`src/rtl/rv32i_pkg.sv`:
```
`default_nettype none
// ============================================================================
//  Module      : rv32i_pkg
//  Description : Shared RV32I front-end types and constants. Holds the widest
//                supported PC width, the instruction width, the canonical NOP
//                and the prefetch entry layout {ir, pc}.
//  Revision    : 1.0 - initial release
// ============================================================================
package rv32i_pkg;

    localparam int PC_W    = 32;
    localparam int INSTR_W = 32;

    // addi x0, x0, 0
    localparam logic [INSTR_W-1:0] NOP_INSTR = 32'h0000_0013;

    // Narrower fetch PCs are zero-extended into the pc field.
    typedef struct packed {
        logic [INSTR_W-1:0] ir;
        logic [PC_W-1:0]    pc;
    } fetch_entry_t;

endpackage
`default_nettype wire

```
`src/rtl/rv32i_fetch_queue_if.sv`:
```
`default_nettype none
// ============================================================================
//  Module      : rv32i_fetch_queue_if
//  Description : Bundles the fetch front end's redirect input, instruction
//                memory request/response channels and the decode-side
//                valid/ready output channel.
//  Ports       : redir_valid/redir_pc        - branch redirect from EX
//                imem_req_valid/ready/addr   - fetch request channel
//                imem_rsp_valid/data         - in-order fetch responses
//                if_valid/ready/ir/pc/npc    - instruction handed to decode
//  Modports    : master - the fetch queue; slave - memory/decode/EX side
//  Revision    : 1.0 - initial release
// ============================================================================
interface rv32i_fetch_queue_if #(
    parameter int PC_W = 32
) ();

    logic                            redir_valid;
    logic [PC_W-1:0]                 redir_pc;

    logic                            imem_req_valid;
    logic                            imem_req_ready;
    logic [PC_W-1:0]                 imem_req_addr;
    logic                            imem_rsp_valid;
    logic [rv32i_pkg::INSTR_W-1:0]   imem_rsp_data;

    logic                            if_valid;
    logic                            if_ready;
    logic [rv32i_pkg::INSTR_W-1:0]   if_ir;
    logic [PC_W-1:0]                 if_pc;
    logic [PC_W-1:0]                 if_npc;

    modport master (
        input  redir_valid, redir_pc,
        output imem_req_valid, imem_req_addr,
        input  imem_req_ready,
        input  imem_rsp_valid, imem_rsp_data,
        output if_valid, if_ir, if_pc, if_npc,
        input  if_ready
    );

    modport slave (
        output redir_valid, redir_pc,
        input  imem_req_valid, imem_req_addr,
        output imem_req_ready,
        output imem_rsp_valid, imem_rsp_data,
        input  if_valid, if_ir, if_pc, if_npc,
        output if_ready
    );

endinterface
`default_nettype wire

```
`src/rtl/rv32i_fetch_fifo.sv`:
```
`default_nettype none
// ============================================================================
//  Module      : rv32i_fetch_fifo
//  Description : Synchronous prefetch FIFO of fetch entries with flush.
//                Head entry is presented combinationally; push and pop may
//                happen in the same cycle at any occupancy (no bypass, so a
//                pushed entry is visible the cycle after the push).
//  Ports       : clk, rst       - clock, synchronous active-high reset
//                i_push/i_data  - write an entry
//                i_pop          - retire the head entry (ignored when empty)
//                i_flush        - discard all entries
//                o_data         - head entry
//                o_count        - occupancy, 0..DEPTH
//                o_full/o_empty - occupancy flags
//  Revision    : 1.0 - initial release
// ============================================================================
module rv32i_fetch_fifo
    import rv32i_pkg::*;
#(
    parameter int DEPTH = 4
) (
    input  logic                     clk,
    input  logic                     rst,
    input  logic                     i_push,
    input  fetch_entry_t             i_data,
    input  logic                     i_pop,
    input  logic                     i_flush,
    output fetch_entry_t             o_data,
    output logic [$clog2(DEPTH):0]   o_count,
    output logic                     o_full,
    output logic                     o_empty
);

    localparam int                  c_PTR_W = $clog2(DEPTH);
    localparam logic [c_PTR_W:0]    c_DEPTH = DEPTH[c_PTR_W:0];
    localparam logic [c_PTR_W-1:0]  c_PTR_ONE = 1;

    fetch_entry_t          r_mem [DEPTH];
    logic [c_PTR_W-1:0]    r_wr_ptr;
    logic [c_PTR_W-1:0]    r_rd_ptr;
    logic [c_PTR_W:0]      r_count;
    logic                  w_do_pop;
    logic                  w_do_push;

    assign w_do_pop  = i_pop && !o_empty;
    assign w_do_push = i_push;

    // Pointers wrap naturally because DEPTH is a power of two.
    always_ff @(posedge clk) begin
        if (rst || i_flush) begin
            r_wr_ptr <= '0;
            r_rd_ptr <= '0;
            r_count  <= '0;
        end else begin
            if (w_do_push) begin
                r_wr_ptr <= r_wr_ptr + c_PTR_ONE;
            end
            if (w_do_pop) begin
                r_rd_ptr <= r_rd_ptr + c_PTR_ONE;
            end
            r_count <= r_count + {{c_PTR_W{1'b0}}, w_do_push}
                               - {{c_PTR_W{1'b0}}, w_do_pop};
        end
    end

    always_ff @(posedge clk) begin
        if (!rst && !i_flush && w_do_push) begin
            r_mem[r_wr_ptr] <= i_data;
        end
    end

    assign o_data  = r_mem[r_rd_ptr];
    assign o_count = r_count;
    assign o_full  = (r_count == c_DEPTH);
    assign o_empty = (r_count == '0);

endmodule
`default_nettype wire

```
`src/rtl/rv32i_fetch_queue.sv`:
```
`default_nettype none
// ============================================================================
//  Module      : rv32i_fetch_queue
//  Description : RV32I instruction-fetch front end. Issues sequential
//                word-indexed fetch requests under a credit limit, buffers
//                in-order responses in a prefetch FIFO and hands
//                {IR, PC, NPC} to decode. A redirect from EX flushes the
//                FIFO and drops every response still in flight.
//  Ports       : clk - clock
//                RN  - synchronous active-high reset
//                bus - rv32i_fetch_queue_if.master (redirect, IMEM request/
//                      response, decode output)
//  Revision    : 1.0 - initial release
// ============================================================================
module rv32i_fetch_queue
    import rv32i_pkg::*;
#(
    parameter int              PC_W     = 32,
    parameter int              DEPTH    = 4,
    parameter logic [PC_W-1:0] RESET_PC = '0
) (
    input  logic                  clk,
    input  logic                  RN,
    rv32i_fetch_queue_if.master   bus
);

    localparam int                 c_CNT_W     = $clog2(DEPTH) + 1;
    localparam logic [c_CNT_W:0]   c_DEPTH_CNT = DEPTH[c_CNT_W:0];
    localparam logic [c_CNT_W-1:0] c_CNT_ONE   = 1;
    localparam logic [PC_W-1:0]    c_PC_ONE    = 1;

    logic [PC_W-1:0]      r_fetch_pc;
    logic [PC_W-1:0]      r_rsp_pc;
    logic [c_CNT_W-1:0]   r_outstanding;
    logic [c_CNT_W-1:0]   r_drop_cnt;

    logic [c_CNT_W-1:0]   w_fifo_count;
    logic [c_CNT_W-1:0]   w_outstanding_nxt;
    logic [c_CNT_W:0]     w_credit_used;
    logic                 w_req_valid;
    logic                 w_accept;
    logic                 w_rsp_drop;
    logic                 w_push;
    logic                 w_pop;
    logic                 w_if_valid;
    logic                 w_fifo_full;
    logic                 w_fifo_empty;
    logic [PC_W-1:0]      w_if_pc;
    fetch_entry_t         w_push_entry;
    fetch_entry_t         w_head;

    // Requests in flight plus buffered entries never exceed DEPTH, so every
    // response is guaranteed a free FIFO slot.
    assign w_credit_used = {1'b0, r_outstanding} + {1'b0, w_fifo_count};
    assign w_req_valid   = !RN && !bus.redir_valid && (w_credit_used < c_DEPTH_CNT);
    assign w_accept      = w_req_valid && bus.imem_req_ready;

    assign w_outstanding_nxt = r_outstanding
                             + {{(c_CNT_W-1){1'b0}}, w_accept}
                             - {{(c_CNT_W-1){1'b0}}, bus.imem_rsp_valid};

    // A response landing in a redirect cycle belongs to the old path; it is
    // not counted in drop_cnt, so it must be discarded here instead.
    assign w_rsp_drop = (r_drop_cnt != '0);
    assign w_push     = !RN && bus.imem_rsp_valid && !w_rsp_drop && !bus.redir_valid;
    assign w_if_valid = !RN && !w_fifo_empty && !bus.redir_valid;
    assign w_pop      = w_if_valid && bus.if_ready;

    always_comb begin
        w_push_entry               = '0;
        w_push_entry.ir            = bus.imem_rsp_data;
        w_push_entry.pc[PC_W-1:0]  = r_rsp_pc;
    end

    always_ff @(posedge clk) begin
        if (RN) begin
            r_fetch_pc    <= RESET_PC;
            r_rsp_pc      <= RESET_PC;
            r_outstanding <= '0;
            r_drop_cnt    <= '0;
        end else begin
            r_outstanding <= w_outstanding_nxt;
            if (bus.redir_valid) begin
                r_fetch_pc <= bus.redir_pc;
                r_rsp_pc   <= bus.redir_pc;
                r_drop_cnt <= w_outstanding_nxt;
            end else begin
                if (w_accept) begin
                    r_fetch_pc <= r_fetch_pc + c_PC_ONE;
                end
                if (bus.imem_rsp_valid) begin
                    if (w_rsp_drop) begin
                        r_drop_cnt <= r_drop_cnt - c_CNT_ONE;
                    end else begin
                        r_rsp_pc <= r_rsp_pc + c_PC_ONE;
                    end
                end
            end
        end
    end

    always_ff @(posedge clk) begin
        if (!RN) begin
            assert ({1'b0, r_outstanding} <= c_DEPTH_CNT);
            assert (r_drop_cnt <= r_outstanding);
            assert (!(w_push && w_fifo_full && !w_pop));
        end
    end

    rv32i_fetch_fifo #(
        .DEPTH (DEPTH)
    ) u_fifo (
        .clk     (clk),
        .rst     (RN),
        .i_push  (w_push),
        .i_data  (w_push_entry),
        .i_pop   (w_pop),
        .i_flush (bus.redir_valid),
        .o_data  (w_head),
        .o_count (w_fifo_count),
        .o_full  (w_fifo_full),
        .o_empty (w_fifo_empty)
    );

    assign w_if_pc = w_head.pc[PC_W-1:0];

    assign bus.imem_req_valid = w_req_valid;
    assign bus.imem_req_addr  = r_fetch_pc;
    assign bus.if_valid       = w_if_valid;
    // Decode sees a NOP rather than stale storage while the queue is empty.
    assign bus.if_ir          = w_fifo_empty ? NOP_INSTR : w_head.ir;
    assign bus.if_pc          = w_if_pc;
    assign bus.if_npc         = w_if_pc + c_PC_ONE;

endmodule
`default_nettype wire

```
`src/flat_wrapper.sv`:
```
// flat-port wrapper written by rule: the top's interface ports become plain ports
module rv32i_fetch_queue_flat import rv32i_pkg::*;
#(
    parameter int              PC_W     = 32,
    parameter int              DEPTH    = 4,
    parameter logic [PC_W-1:0] RESET_PC = '0
)
  (clk, RN, bus_redir_valid, bus_redir_pc, bus_imem_req_valid, bus_imem_req_addr, bus_imem_req_ready, bus_imem_rsp_valid, bus_imem_rsp_data, bus_if_valid, bus_if_ir, bus_if_pc, bus_if_npc, bus_if_ready);
  rv32i_fetch_queue_if #(.PC_W(PC_W)) bus_i ();
  input  logic clk;
  input  logic RN;
  input wire logic [$bits(bus_i.redir_valid)-1:0] bus_redir_valid;
  input wire logic [$bits(bus_i.redir_pc)-1:0] bus_redir_pc;
  output wire logic [$bits(bus_i.imem_req_valid)-1:0] bus_imem_req_valid;
  output wire logic [$bits(bus_i.imem_req_addr)-1:0] bus_imem_req_addr;
  input wire logic [$bits(bus_i.imem_req_ready)-1:0] bus_imem_req_ready;
  input wire logic [$bits(bus_i.imem_rsp_valid)-1:0] bus_imem_rsp_valid;
  input wire logic [$bits(bus_i.imem_rsp_data)-1:0] bus_imem_rsp_data;
  output wire logic [$bits(bus_i.if_valid)-1:0] bus_if_valid;
  output wire logic [$bits(bus_i.if_ir)-1:0] bus_if_ir;
  output wire logic [$bits(bus_i.if_pc)-1:0] bus_if_pc;
  output wire logic [$bits(bus_i.if_npc)-1:0] bus_if_npc;
  input wire logic [$bits(bus_i.if_ready)-1:0] bus_if_ready;
  assign bus_i.redir_valid = bus_redir_valid;
  assign bus_i.redir_pc = bus_redir_pc;
  assign bus_imem_req_valid = bus_i.imem_req_valid;
  assign bus_imem_req_addr = bus_i.imem_req_addr;
  assign bus_i.imem_req_ready = bus_imem_req_ready;
  assign bus_i.imem_rsp_valid = bus_imem_rsp_valid;
  assign bus_i.imem_rsp_data = bus_imem_rsp_data;
  assign bus_if_valid = bus_i.if_valid;
  assign bus_if_ir = bus_i.if_ir;
  assign bus_if_pc = bus_i.if_pc;
  assign bus_if_npc = bus_i.if_npc;
  assign bus_i.if_ready = bus_if_ready;
  rv32i_fetch_queue #(.PC_W(PC_W), .DEPTH(DEPTH), .RESET_PC(RESET_PC)) u_core (.clk(clk), .RN(RN), .bus(bus_i));
endmodule
```
`config.mk`:
```
export PLATFORM = sky130hd
export DESIGN_NAME = rv32i_fetch_queue_flat
export DESIGN_NICKNAME = d
export VERILOG_FILES = /design/src/rtl/rv32i_pkg.sv /design/src/rtl/rv32i_fetch_queue_if.sv /design/src/rtl/rv32i_fetch_fifo.sv /design/src/rtl/rv32i_fetch_queue.sv /design/src/flat_wrapper.sv
export SDC_FILE = /design/constraint.sdc
export NUM_CORES = 1
export LEC_CHECK = 0
export BUFFER_PORTS_ARGS = -buffer_cell sky130_fd_sc_hd__buf_2
export CAP_MARGIN = 20
export CORE_ASPECT_RATIO = 1.25
export CORE_MARGIN = 2
export CORE_UTILIZATION = 30
export CTS_BUF_LIST = sky130_fd_sc_hd__clkbuf_16
export DETAILED_ROUTE_END_ITERATION = 12
export GPL_ROUTABILITY_DRIVEN = 0
export MAX_ROUTING_LAYER = met4
export PLACE_DENSITY_LB_ADDON = 0.08
export SLEW_MARGIN = 5
export SYNTH_ARGS = -nofsm -noshare
export SYNTH_HDL_FRONTEND = slang
export SYNTH_HIERARCHICAL = 1
export SYNTH_SLANG_ARGS = --single-unit
```
`constraint.sdc`:
```
create_clock -name clk -period 5.2 [get_ports clk]
set_input_delay 0.52 -clock clk [delete_from_list [all_inputs] [get_ports clk]]
set_output_delay 0.52 -clock clk [all_outputs]
set_load 0.03 [all_outputs]
```
# Word-level counts from Yosys, hierarchy flattened
# Memory sizes are Yosys's and may differ from the RTL's. A register that Yosys moved wholly into a read port is not among the register bits.
# Cells that the tools add are included.
word_totals:
  n_memories: 1
  mem_bits_rw: 256
  out_inout_bits: 130
  reg_bits: 77
  latch_bits: 0
  romBits: 0
op_classes:
  addsub: 11
  bitwise: 0
  n_reduce_logical: 23
  muxes: 13
  n_lt_le_gt_ge: 1
  n_div: 0
  mul: 0
  n_shift: 0
  eq_ne: 1
memory_table:
  columns: ["name", "words", "width", "rd", "rd_ports_with_merged_regs", "write_ports", "line_no", "rtl"]
  rows:
  - ["u_core.u_fifo.r_mem", 4, 64, 1, 1, 1, "rv32i_fetch_fifo.sv:38", "fetch_entry_t r_mem [DEPTH];"]
op_table:
  columns: ["cell", "n"]
  rows:
  - ["$mux 32", 6]
  - ["$add 32x1->32 const B", 3]
  - ["$logic_and 1x1->1", 11]
  - ["$mux 3", 3]
  - ["$add 3x1->3", 2]
  - ["$reduce_bool 2->1", 3]
  - ["$sub 3x1->3", 2]
  - ["$add 2x1->2 const B", 2]
  - ["$add 3x3->4", 1]
  - ["$logic_not 1->1", 4]
  - ["$lt 4x3->1 const B", 1]
  - ["$mux 2", 2]
  - ["$reduce_and 2->1", 2]
  - ["$logic_not 3->1", 1]
  - ["$reduce_bool 3->1", 1]
  - ["$sub 3x1->3 const B", 1]
  - ["$mux 1", 2]
  - ["$ne 2x2->1 const B", 1]
  - ["$logic_or 1x1->1", 1]

# Longest topological paths before layout
# Gate-level depths: netlist of the first run.
depth:
  depth_word: 8
  ltp_mapped: 14
  depth_no_buf: 12

# By module
# The synthesis of the first run kept the hierarchy.
modules_own_cells:
  columns: ["module", "n_inst", "cells_each", "area_each_um2"]
  rows:
  - ["rv32i_fetch_fifo", 1, 381, 9796.9]
  - ["rv32i_fetch_queue", 1, 621, 4934.7]

# Worst setup path after synthesis of the first run
# Ideal clock, no wire load.
synth_timing:
  path_kind: "in2reg"
  from: "input port bus_redir_valid"
  to: "memory u_core/u_fifo/r_mem[0][0] (netlist name) (enable)"
  cell_stages: 4
  setup_slack_ns: 1.705
  setup_ns: 0.429
  arrival_ns: 3.066
  cell_sequence: "clkbuf_1 -> clkbuf_1 -> nor3_1 -> and3_1"
synth_between:
  elab_chain_cells: 5
  word_cells_on_any_way: 6
  cone_classes: "2 x mux; 4 x reduce/logical"
synth_lines:
  columns: ["item", "line_no", "rtl"]
  rows:
  - ["start, declared", "flat_wrapper.sv:12", "input wire logic [$bits(bus_i.redir_valid)-1:0] bus_redir_valid;"]
  - ["$logic_not 1->1", "rv32i_fetch_queue.sv:65", "assign w_push = !RN && bus.imem_rsp_valid && !w_rsp_drop && !bus.redir_valid;"]
  - ["$logic_and 1x1->1", "rv32i_fetch_queue.sv:65", null]
  - ["net u_core.w_push", "rv32i_fetch_queue.sv:43", "logic w_push;"]
  - ["$logic_and 1x1->1", "rv32i_fetch_fifo.sv:67", "if (!rst && !i_flush && w_do_push) begin"]
  - ["$mux 1", "rv32i_fetch_fifo.sv:67", null]
  - ["$mux 1 (implied by the code)", "rv32i_fetch_fifo.sv:68", "r_mem[r_wr_ptr] <= i_data;"]
  - ["end, declared", "rv32i_fetch_fifo.sv:38", null]
# The timed path passes the listed nets, and every way through them passes these cells.

==> summary.md, run 1 <==
| Metric | Value |
|---|---|
| Worst EP arrival | `between 3 and 4 ns` |
| Worst setup EP type | `primary output` |
| Tot GR Track Use | `0.158` |
| DR vias | `roughly 9100` |
| Placement Rows | `90` |
| Clock Skew | `between 0.01 and 0.015 ns` |
| Core Area | `0.0484 mm2` |
| Vias/cell | `roughly 4.8` |
| Worst slew margin | `0.372` |
| Max Cap Viol | `0` |
| Placed cell count | `approximately 1800` |
| Final wirelength | `approximately 39 mm` |
| Worst Setup Start Kind | `flip-flop` |
| Power, Total | `roughly 6000 uW` |
| Worst min path class | `in2reg` |
| Placed cell area | `about 0.016 mm2` |
| Worst Hold Path EP | `u_core/u_fifo/r_mem[1][60]$_DFFE_PP_` |
| Hold path startpoint | `bus_imem_rsp_data[28]` |
| Fill cells | `between 4000 and 5000` |
| Drt drc | `0` |
| Mapped Avg Cell Area | `around 15 um2` |
| Initial DRC Count | `423` |
| Period Utilization, post-route | `0.772` |
| Peak VDD IR | `between 0.00015 and 0.0002 V` |
| Most common cell after layout, fill and taps aside | `edfxtp_1` |
| Fin nets | `about 1300` |
| Largest net degree at the start of global routing | `63` |
| Tmin final | `~4 ns` |
| Commonest non-fill, non-tap cells in the layout | `256 x edfxtp_1, 199 x buf_2, 77 x dfxtp_1, 63 x nand2_1, 60 x mux4_2` |
| Synthesized Nets | `1088` |
| Crit path max-delay cell type | `dfxtp_4` |
| PD cells | `about 340 mW/mm2` |
| WS Path Type | `reg2out` |
| Inserted Diodes | `0` |
| Reg2reg setup slack | `about 2.1 ns` |
| CTS clk-pin slew, worst paths | `about 0.060 ns` |
| Finished layout cell area | `~0.018 mm2` |
| Root buffer cell | `clkbuf_16` |
| Layout cells sized above 1 | `0.299` |
| Required @ worst endpoint | `between 4 and 5 ns` |
| First-pass detailed-route iteration total | `4` |
| R2r startpoint | `u_core/r_drop_cnt[0]$_SDFFE_PP0P_` |
| Post-Syn Instances | `~1000` |
| CP delay by family, top | `flip-flops` |
| Fmax | `249 MHz` |
| Worst skew pair latency | `approximately 0.52 ns` |
| IO Port Bufs | `199` |
| Grt ovf | `0` |
| Initial core utilization | `0.304` |
| Vias in the first global route | `between 9000 and 10000` |
| Least-Margin Pin Slew | `around 0.94 ns` |
| Met2 Resource Use GR | `0.260` |
| IO Count | `200` |
| Gr busiest metal | `met2` |
| Hold Slack | `0.215 ns` |
| TritonCTS Buffers | `39` |
| Area Overhead vs Synth | `19.5%` |
| CTS tree | `built` |
| Met1 GRT Util | `0.205` |
| CP Cell Sequence | `mux4_1, ha_1, inv_1, nor4_2, buf_4, and4_1, nand3_1, xnor2_1, buf_2` |
| Routed wire per std cell | `just over 20 um` |
| H-tree level count | `2` |
| Clock Sinks | `around 340` |
| Cell Count, Final, Fillers Out | `1884` |
| CP bufs+invs | `3` |
| Worst-path fanout max | `between 40 and 50` |
| Postcts setup bufs | `0` |
| Status | `finished, final reports clean` |
| RSZ-0062 raised after global routing | `false` |
| Initial antenna violation count | `0` |
| Post-Syn Area | `0.0147 mm2` |
| Slew Limit Fails | `0` |
| DP HPWL | `25.4 mm` |
| Die H | `approximately 250 um` |
| Leakage | `0.00612 uW` |
| Clock Tree Buf Depth | `3` |
| Final setup TNS | `0 ns` |
| Number of hold buffers added after cts | `0` |
| Levels on crit path | `9` |
| Hold path cells | `1` |
| Detail Route Antenna Nets | `0` |
| CP max stage delay | `roughly 0.9 ns` |
| Final Hold Viols | `0` |
| Die W | `approximately 200 um` |
| FF-to-FF path depth | `6` |
| # setup viols final | `0` |
| Die area | `just over 0.05 mm2` |
| Synth Warn # | `6` |
| Worst reg2reg endpoint | `u_core/u_fifo/r_mem[2][57]$_DFFE_PP_` |
| M3 GR Usage | `0.0230` |
| Global-route wire length before repair | `59.7 mm` |
| Post-CTS Resized | `0` |
==> layer usage <==
| layer | vias to the layer above | share of wire | wire (um) |
|---|---|---|---|
| li1 | 4304 | - | - |
| met1 | 4557 | 0.46 | 17600 |
| met4 | 0 | 0.018 | 703 |
| met5 | - | 0 | 0 |
| met3 | 46 | 0.036 | 1400 |
| met2 | 230 | 0.49 | 18800 |
==> through the flow <==
step | utilization | setup WS (ns)
2_1_floorplan | - | 1.70
3_3_place_gp | 0.338 | 1.63
3_5_place_dp | 0.338 | 1.69
4_1_cts | 0.363 | 1.09
5_1_grt | 0.363 | 0.903
6_report | 0.363 | 1.19
==> flip-flops by register name, indices dropped and copies added (netlist names), named ones only <==
register	count
u_core/bus.imem_req_addr	32
u_core/r_drop_cnt	3
u_core/r_outstanding	3
u_core/r_rsp_pc	32
u_core/u_fifo/o_count	3
u_core/u_fifo/r_mem	256
u_core/u_fifo/r_rd_ptr	2
u_core/u_fifo/r_wr_ptr	2
==> how the worst max path moves through the flow <==
stage                    start                             endpoint  slack, ns
2_1_floorplan  bus_redir_valid  u_core/u_fifo/r_mem[0][0]$_DFFE_PP_       1.70
3_3_place_gp         flip-flop                       bus_if_npc[24]       1.63
3_5_place_dp         flip-flop                       bus_if_npc[29]       1.69
4_1_cts              flip-flop                       bus_if_npc[24]       1.09
5_1_grt              flip-flop                       bus_if_npc[24]       0.90
6_report             flip-flop                       bus_if_npc[24]       1.19
==> report_power, final <==
part / switching [uW] / internal (uW)
clock: 1060 / 1570
combinational: 240 / 147
sequential: 81.4 / 2940
==> area by class of cell <==
class / instances / area, um2 / area share
Clock inverter: 29 / 205 / 0.0117
Multi-Input combinational cell: 582 / 4990 / 0.284
Tap cell: 644 / 806 / 0.0458
Clock buffer: 41 / 1030 / 0.0583
Sequential cell: 335 / 9280 / 0.527
Inverter: 31 / 116 / 0.00661
Timing Repair Buffer: 222 / 1170 / 0.0664
==> worst register-to-register path: cells and delay by family, from the launching register on <==
| kind | cells | cell delay, ns |
|---|---|---|
| AND/OR/NAND/NOR | 3 | 1.73 |
| buffers and inverters | 2 | 0.50 |
| flip-flops | 1 | 0.30 |
| adder cells (fa/ha/maj) | 1 | 0.29 |
Note: power is estimated with default switching activity, not from simulation.
==> run 2, diff against run 1 <==
==> constraint.sdc (replaced) <==
create_clock -name clk -period 3.9 [get_ports clk]
set_input_delay 0.39 -clock clk [delete_from_list [all_inputs] [get_ports clk]]
set_output_delay 0.39 -clock clk [all_outputs]
set_load 0.03 [all_outputs]
==> run 2 against run 1 <==
Clock-buffer cell count is 1 lower. Largest cell class unchanged. Worst hold slack worse by 0.14 ns. Highest routed layer unchanged. Critical path type unchanged. Combinational power is 34% higher. Largest power group unchanged.
==> summary.md, run 2 (synthesized netlist as in run 1, its figures left out) <==
| Metric | Value |
|---|---|
| Worst-path fanout max | `26` |
| First-pass detailed-route iteration total | `4` |
| Inserted Diodes | `0` |
| PD cells | `approximately 460 mW/mm2` |
| Fmax | `about 280 MHz` |
| Vias/cell | `a little under 5` |
| Clock Tree Buf Depth | `3` |
| RSZ-0062 raised after global routing | `false` |
| Largest net degree at the start of global routing | `between 60 and 70` |
| Initial DRC Count | `approximately 350` |
| Detail Route Antenna Nets | `0` |
| Worst setup path end | `bus_if_npc[26]` |
| Multi-input logic area | `0.00499 mm2` |
| Worst EP arrival | `3.17 ns` |
| Placement Rows | `90` |
| Final wirelength | `roughly 38 mm` |
| IO Port Bufs | `a little under 200` |
| Max reg flops | `around 260` |
| Die H | `between 200 and 300 um` |
| Tmin final | `3.56 ns` |
| DP HPWL | `25.2 mm` |
| TritonCTS Buffers | `39` |
| Worst setup EP type | `primary output` |
| Root buffer cell | `clkbuf_16` |
| Global-route wire length before repair | `~58 mm` |
| Worst skew pair latency | `between 0.5 and 0.6 ns` |
| Final core utilization | `0.366` |
| Vias in the first global route | `slightly above 9000` |
| Routed wire per std cell | `20.4 um` |
| P_sw | `~1900 uW` |
| Peak VDD IR | `0.000230 V` |
| WS Path Type | `reg2out` |
| Max Cap Viol | `0` |
| Worst min path class | `in2reg` |
| Number of hold buffers added after cts | `0` |
| Required @ worst endpoint | `~3.5 ns` |
| Post-CTS Resized | `0` |
| Leakage | `slightly above 0.006 uW` |
| Fill cells | `between 4000 and 5000` |
| Sequential cell area | `0.00928 mm2` |
| Slew Limit Fails | `0` |
| Clock Skew | `0.0148 ns` |
| Worst slew margin | `0.520` |
| H-tree level count | `2` |
| Period Utilization, post-route | `0.914` |
| Core Area | `about 0.048 mm2` |
| CP max stage delay | `0.62 ns` |
| Initial antenna violation count | `0` |
| DR vias | `9169` |
| Crit path max-delay cell type | `dfxtp_4` |
| Placed cell count | `~1800` |
| Initial core utilization | `0.304` |
| Worst Setup Start Kind | `flip-flop` |
| Final Hold Viols | `0` |
| Die W | `just over 200 um` |
| Grt ovf | `0` |
| Postcts setup bufs | `0` |
| R2r startpoint | `u_core/u_fifo/o_count[2]$_SDFF_PP0_` |
| CP Cell Sequence | `mux4_1, ha_1, inv_1, nor4_2, buf_4, and4_1, nand2_1, xnor2_1, buf_2` |
| Net Sw Frac | `0.231` |
| Clock power frac | `0.447` |
| Area Overhead vs Synth | `20.5%` |
| Fin nets | `1301` |
| Status | `finished, final reports clean` |
| Most common cell after layout, fill and taps aside | `edfxtp_1` |
| CTS clk-pin slew, worst paths | `about 0.060 ns` |
| Drt drc | `0` |
| Clock Sinks | `around 340` |
| FF-to-FF path depth | `12` |
| Tot GR Track Use | `0.153` |
| Internal power | `approximately 6300 uW` |
| Final setup TNS | `0 ns` |
| Cell Count, Final, Fillers Out | `approximately 1900` |
| # setup viols final | `0` |
| Commonest non-fill, non-tap cells in the layout | `256 x edfxtp_1, 199 x buf_2, 77 x dfxtp_1, 63 x nand2_1, 60 x mux4_2` |
| Die area | `between 0.05 and 0.06 mm2` |
| Layout cells sized above 1 | `0.306` |
| Register share of total power | `0.490` |
| Worst reg2reg endpoint | `u_core/r_drop_cnt[2]$_SDFFE_PP0P_` |
| Least-Margin Pin Slew | `slightly above 0.7 ns` |
| CTS tree | `built` |
| Combinational Power Share | `0.063` |
| IO Count | `200` |
| Reg2reg setup slack | `around 1.3 ns` |
| Placed cell area | `~0.016 mm2` |
| Biggest register | `u_core/u_fifo/r_mem` |
| Finished layout cell area | `approximately 0.018 mm2` |
-- run 2: cell types whose count changed in the layout (fill, tap and decap cells not counted), moves of 2 or more --
cell | previous run | this run
buf_12 | 0 | 4
bufinv_16 | 3 | 5
inv_1 | 40 | 36
buf_4 | 23 | 21
clkinv_1 | 9 | 6
-- run 2: through the flow --
stage	hold slack [ns]	worst slack (ns)	total power, uW
detailed placement	0.519	0.720	4620
CTS	0.0436	0.145	8350
floorplan	0.460	0.535	4420
global placement	0.498	0.767	4620
global route	0.0487	0.0520	8560
finish	0.0748	0.337	8220
-- run 2: worst min path at each step --
stage                                                          from                                        end  slack [ns]  depth (start not counted)
after floorplan                    u_core/r_rsp_pc[31]$_SDFFE_PP0P_       u_core/u_fifo/r_mem[0][31]$_DFFE_PP_        0.46                          0
after detailed placement  u_core/bus.imem_req_addr[10]$_SDFFE_PP0P_  u_core/bus.imem_req_addr[10]$_SDFFE_PP0P_        0.52                          2
after global placement             u_core/r_rsp_pc[31]$_SDFFE_PP0P_       u_core/u_fifo/r_mem[3][31]$_DFFE_PP_        0.50                          0
after CTS                                     bus_imem_rsp_data[20]       u_core/u_fifo/r_mem[0][52]$_DFFE_PP_        0.04                          1
final                                         bus_imem_rsp_data[20]       u_core/u_fifo/r_mem[0][52]$_DFFE_PP_        0.07                          1
after global routing                          bus_imem_rsp_data[27]       u_core/u_fifo/r_mem[2][59]$_DFFE_PP_        0.05                          1
-- run 2: area by class of cell --
type | instances | area share
Inverter | 31 | 0.00656
Multi-Input combinational cell | 582 | 0.282
Tap cell | 644 | 0.0454
Clock inverter | 29 | 0.0161
Clock buffer | 40 | 0.0564
Timing Repair Buffer | 225 | 0.0710
Sequential cell | 335 | 0.523
-- run 2: power by group through the flow --
| stage | combinational [uW] | sequential [uW] | clock [uW] |
|---|---|---|---|
| floorplan | 312 | 4100 | 0 |
| global placement | 519 | 4100 | 0 |
| detailed placement | 523 | 4100 | 0 |
| CTS | 527 | 4030 | 3800 |
| global route | 573 | 4040 | 3940 |
| finish | 518 | 4020 | 3670 |
-- run 2: metal layers --
metal,up-vias,track usage,routed length (um)
met4,0,0.0421,827
met1,4573,0.199,17300
met5,-,-,0
met3,52,0.0231,1580
li1,4301,-,-
met2,243,0.249,18700
-- run 2: critical path: cells and delay by family, from the launching register on --
kind | cells | cell delay, ns
buffers and inverters | 3 | 0.49
AND/OR/NAND/NOR | 3 | 0.75
XOR/XNOR | 1 | 0.16
flip-flops | 1 | 0.62
multiplexers | 1 | 0.35
adder cells (fa/ha/maj) | 1 | 0.27
==> run 3, diff against run 2 <==
--- a/config.mk
+++ b/config.mk
@@ -14,7 +14,7 @@
 export DETAILED_ROUTE_END_ITERATION = 12
 export GPL_ROUTABILITY_DRIVEN = 0
 export MAX_ROUTING_LAYER = met4
-export PLACE_DENSITY_LB_ADDON = 0.08
+export PLACE_DENSITY = 0.53
 export SLEW_MARGIN = 5
 export SYNTH_ARGS = -nofsm -noshare
 export SYNTH_HDL_FRONTEND = slang
==> run 3 against run 2 <==
Worst hold slack worse by 0.013 ns. Highest routed layer unchanged. Critical endpoint is now bus_if_npc[25]. Critical path type unchanged. Fmax increased by 1.1%. Sequential power is essentially flat.
==> summary.md, run 3 (synthesized netlist as in run 1, its figures left out) <==
| Metric | Value |
|---|---|
| Finished layout cell area | `between 0.015 and 0.02 mm2` |
| Die H | `between 200 and 300 um` |
| WS Path Type | `reg2out` |
| Worst EP arrival | `~3.1 ns` |
| Vias in the first global route | `9304` |
| Least-Margin Pin Slew | `between 1 and 1.5 ns` |
| Crit path max-delay cell type | `dfxtp_4` |
| Tot GR Track Use | `0.148` |
| Fmax | `about 280 MHz` |
| Levels on crit path | `8` |
| Drt drc | `0` |
| IO Count | `200` |
| CP bufs+invs | `2` |
| DP HPWL | `between 20 and 30 mm` |
| Initial antenna violation count | `0` |
| Leakage | `0.00619 uW` |
| Final Hold Viols | `0` |
| Initial DRC Count | `approximately 360` |
| CP max stage delay | `0.52 ns` |
| Max Cap Viol | `0` |
| R2r startpoint | `u_core/u_fifo/o_count[2]$_SDFF_PP0_` |
| TritonCTS Buffers | `38` |
| DR vias | `slightly above 9000` |
| Largest net degree at the start of global routing | `63` |
| Worst Setup Start Kind | `flip-flop` |
| CTS clk-pin slew, worst paths | `roughly 0.060 ns` |
| Fill cells | `approximately 4700` |
| Grt ovf | `0` |
| Slew Limit Fails | `0` |
| Reg2reg setup slack | `1.27 ns` |
| Max reg flops | `256` |
| Multi-input logic area | `0.00499 mm2` |
| Clock Tree Buf Depth | `3` |
| Root buffer cell | `clkbuf_16` |
| Fin nets | `around 1300` |
| Status | `finished, final reports clean` |
| Die area | `slightly above 0.05 mm2` |
| Worst setup path end | `bus_if_npc[25]` |
| IO Port Bufs | `between 150 and 200` |
| Most used cell, CP | `and3_1` |
| FF-to-FF path depth | `12` |
| Final setup TNS | `0 ns` |
| Worst reg2reg endpoint | `u_core/r_drop_cnt[2]$_SDFFE_PP0P_` |
| # setup viols final | `0` |
| Detail Route Antenna Nets | `0` |
| Peak VDD IR | `0.000244 V` |
| CTS tree | `built` |
| Clock Sinks | `approximately 340` |
| RSZ-0062 raised after global routing | `false` |
| Final setup margin | `between 0.3 and 0.4 ns` |
| Pre-CTS WS | `0.772 ns` |
| Placement Rows | `90` |
| First-pass detailed-route iteration total | `4` |
| Area Overhead vs Synth | `20.8%` |
| CP delay by family, top | `simple AND/OR/NAND/NOR gates` |
| Final core utilization | `0.367` |
| Routed wire per std cell | `19.4 um` |
| CP Cell Sequence | `buf_4, mux4_2, and3_1, and3_1, and4_1, nand4_1, xnor2_1, buf_2` |
| Global-route wire length before repair | `roughly 56 mm` |
| Clock Skew | `~0.016 ns` |
| Worst setup EP type | `primary output` |
| Commonest non-fill, non-tap cells in the layout | `256 x edfxtp_1, 199 x buf_2, 77 x dfxtp_1, 63 x nand2_1, 60 x mux4_2` |
| PD cells | `between 400 and 500 mW/mm2` |
| Core Area | `~0.048 mm2` |
| Biggest register | `u_core/u_fifo/r_mem` |
| Tmin final | `3.52 ns` |
| Number of hold buffers added after cts | `0` |
| Sequential cell area | `about 0.0093 mm2` |
| Placed cell area | `around 0.016 mm2` |
| H-tree level count | `2` |
| Most common cell after layout, fill and taps aside | `edfxtp_1` |
| Worst skew pair latency | `between 0.5 and 0.6 ns` |
| Layout cells sized above 1 | `0.308` |
| Required @ worst endpoint | `3.51 ns` |
| Initial core utilization | `0.304` |
| Final wirelength | `36.6 mm` |
| Worst slew margin | `0.310` |
| Vias/cell | `4.86` |
| Period Utilization, post-route | `0.904` |
| Die W | `approximately 200 um` |
| Worst min path class | `in2reg` |
| Inserted Diodes | `0` |
| Worst-path fanout max | `21` |
[run 3: changes by cell type in the layout (fill, tap and decap cells not counted)]
cell        previous run  this run
clkinv_1               6         7
clkbuf_16             41        39
inv_1                 36        35
buf_8                  0         1
inv_6                  1         3
clkinvlp_4             3         2
clkinv_4               2         1
bufinv_16              5         7
buf_4                 21        23
[run 3: area by class of cell]
class                   instances  share of cell area
clock inverters                31              0.0195
multi-input cells             582               0.281
well taps                     644              0.0453
clock buffers                  39              0.0549
flip-flops and latches        335               0.522
inverters                      31             0.00654
repair buffers                227              0.0711
[run 3: how the worst min path moves through the flow]
| stage | start | to | slack, ns | depth (start not counted) |
|---|---|---|---|---|
| after floorplan | u_core/r_rsp_pc[31]$_SDFFE_PP0P_ | u_core/u_fifo/r_mem[0][31]$_DFFE_PP_ | 0.46 | 0 |
| after global placement | u_core/r_rsp_pc[31]$_SDFFE_PP0P_ | u_core/u_fifo/r_mem[0][31]$_DFFE_PP_ | 0.50 | 0 |
| after detailed placement | u_core/r_rsp_pc[31]$_SDFFE_PP0P_ | u_core/u_fifo/r_mem[0][31]$_DFFE_PP_ | 0.52 | 0 |
| after CTS | bus_imem_rsp_data[18] | u_core/u_fifo/r_mem[0][50]$_DFFE_PP_ | 0.02 | 1 |
| after global routing | bus_imem_rsp_data[12] | u_core/u_fifo/r_mem[0][44]$_DFFE_PP_ | 0.04 | 1 |
| final | bus_imem_rsp_data[18] | u_core/u_fifo/r_mem[0][50]$_DFFE_PP_ | 0.06 | 1 |
[run 3: power by group]
part,switching [uW],internal (uW),total (uW),leakage [uW]
Sequential,104,3920,4020,0.00298
Combinational,318,198,515,0.00255
Clock,1450,2290,3740,0.000665
Total,1870,6410,8280,0.00619
[run 3: metal layers]
metal  global-route usage  part of all wire
met5                    -                 0
met3               0.0201             0.044
met2                0.236              0.48
met1                0.195              0.45
met4               0.0507             0.024
[run 3: through the flow]
step / cells / hold WS, ns / power, uW
floorplan: 1001 / 0.460 / 4420
CTS: 1888 / 0.0212 / 8410
detailed placement: 1818 / 0.517 / 4620
global placement: 1818 / 0.503 / 4610
global route: 1889 / 0.0383 / 8620
finish: 1889 / 0.0619 / 8280
[run 3: worst register-to-register path: stages (launching register included)]
cell and delay, ns:
dfxtp_1 0.41, ha_1 0.26, nor3_1 0.16, and4_1 0.29
inv_2 0.05, ha_1 0.27, inv_1 0.05, ha_1 0.13
inv_1 0.05, fa_1 0.37, xnor2_1 0.16, nor2_1 0.07
a22o_1 0.26
[run 3: what timing repair did]
action / 4_1_cts / 5_1_grt
resized for setup: 0 / 0
endpoints found under the hold margin: 0 / 0
buffers inserted: 0 / 1
endpoints found under the setup margin: 0 / 1
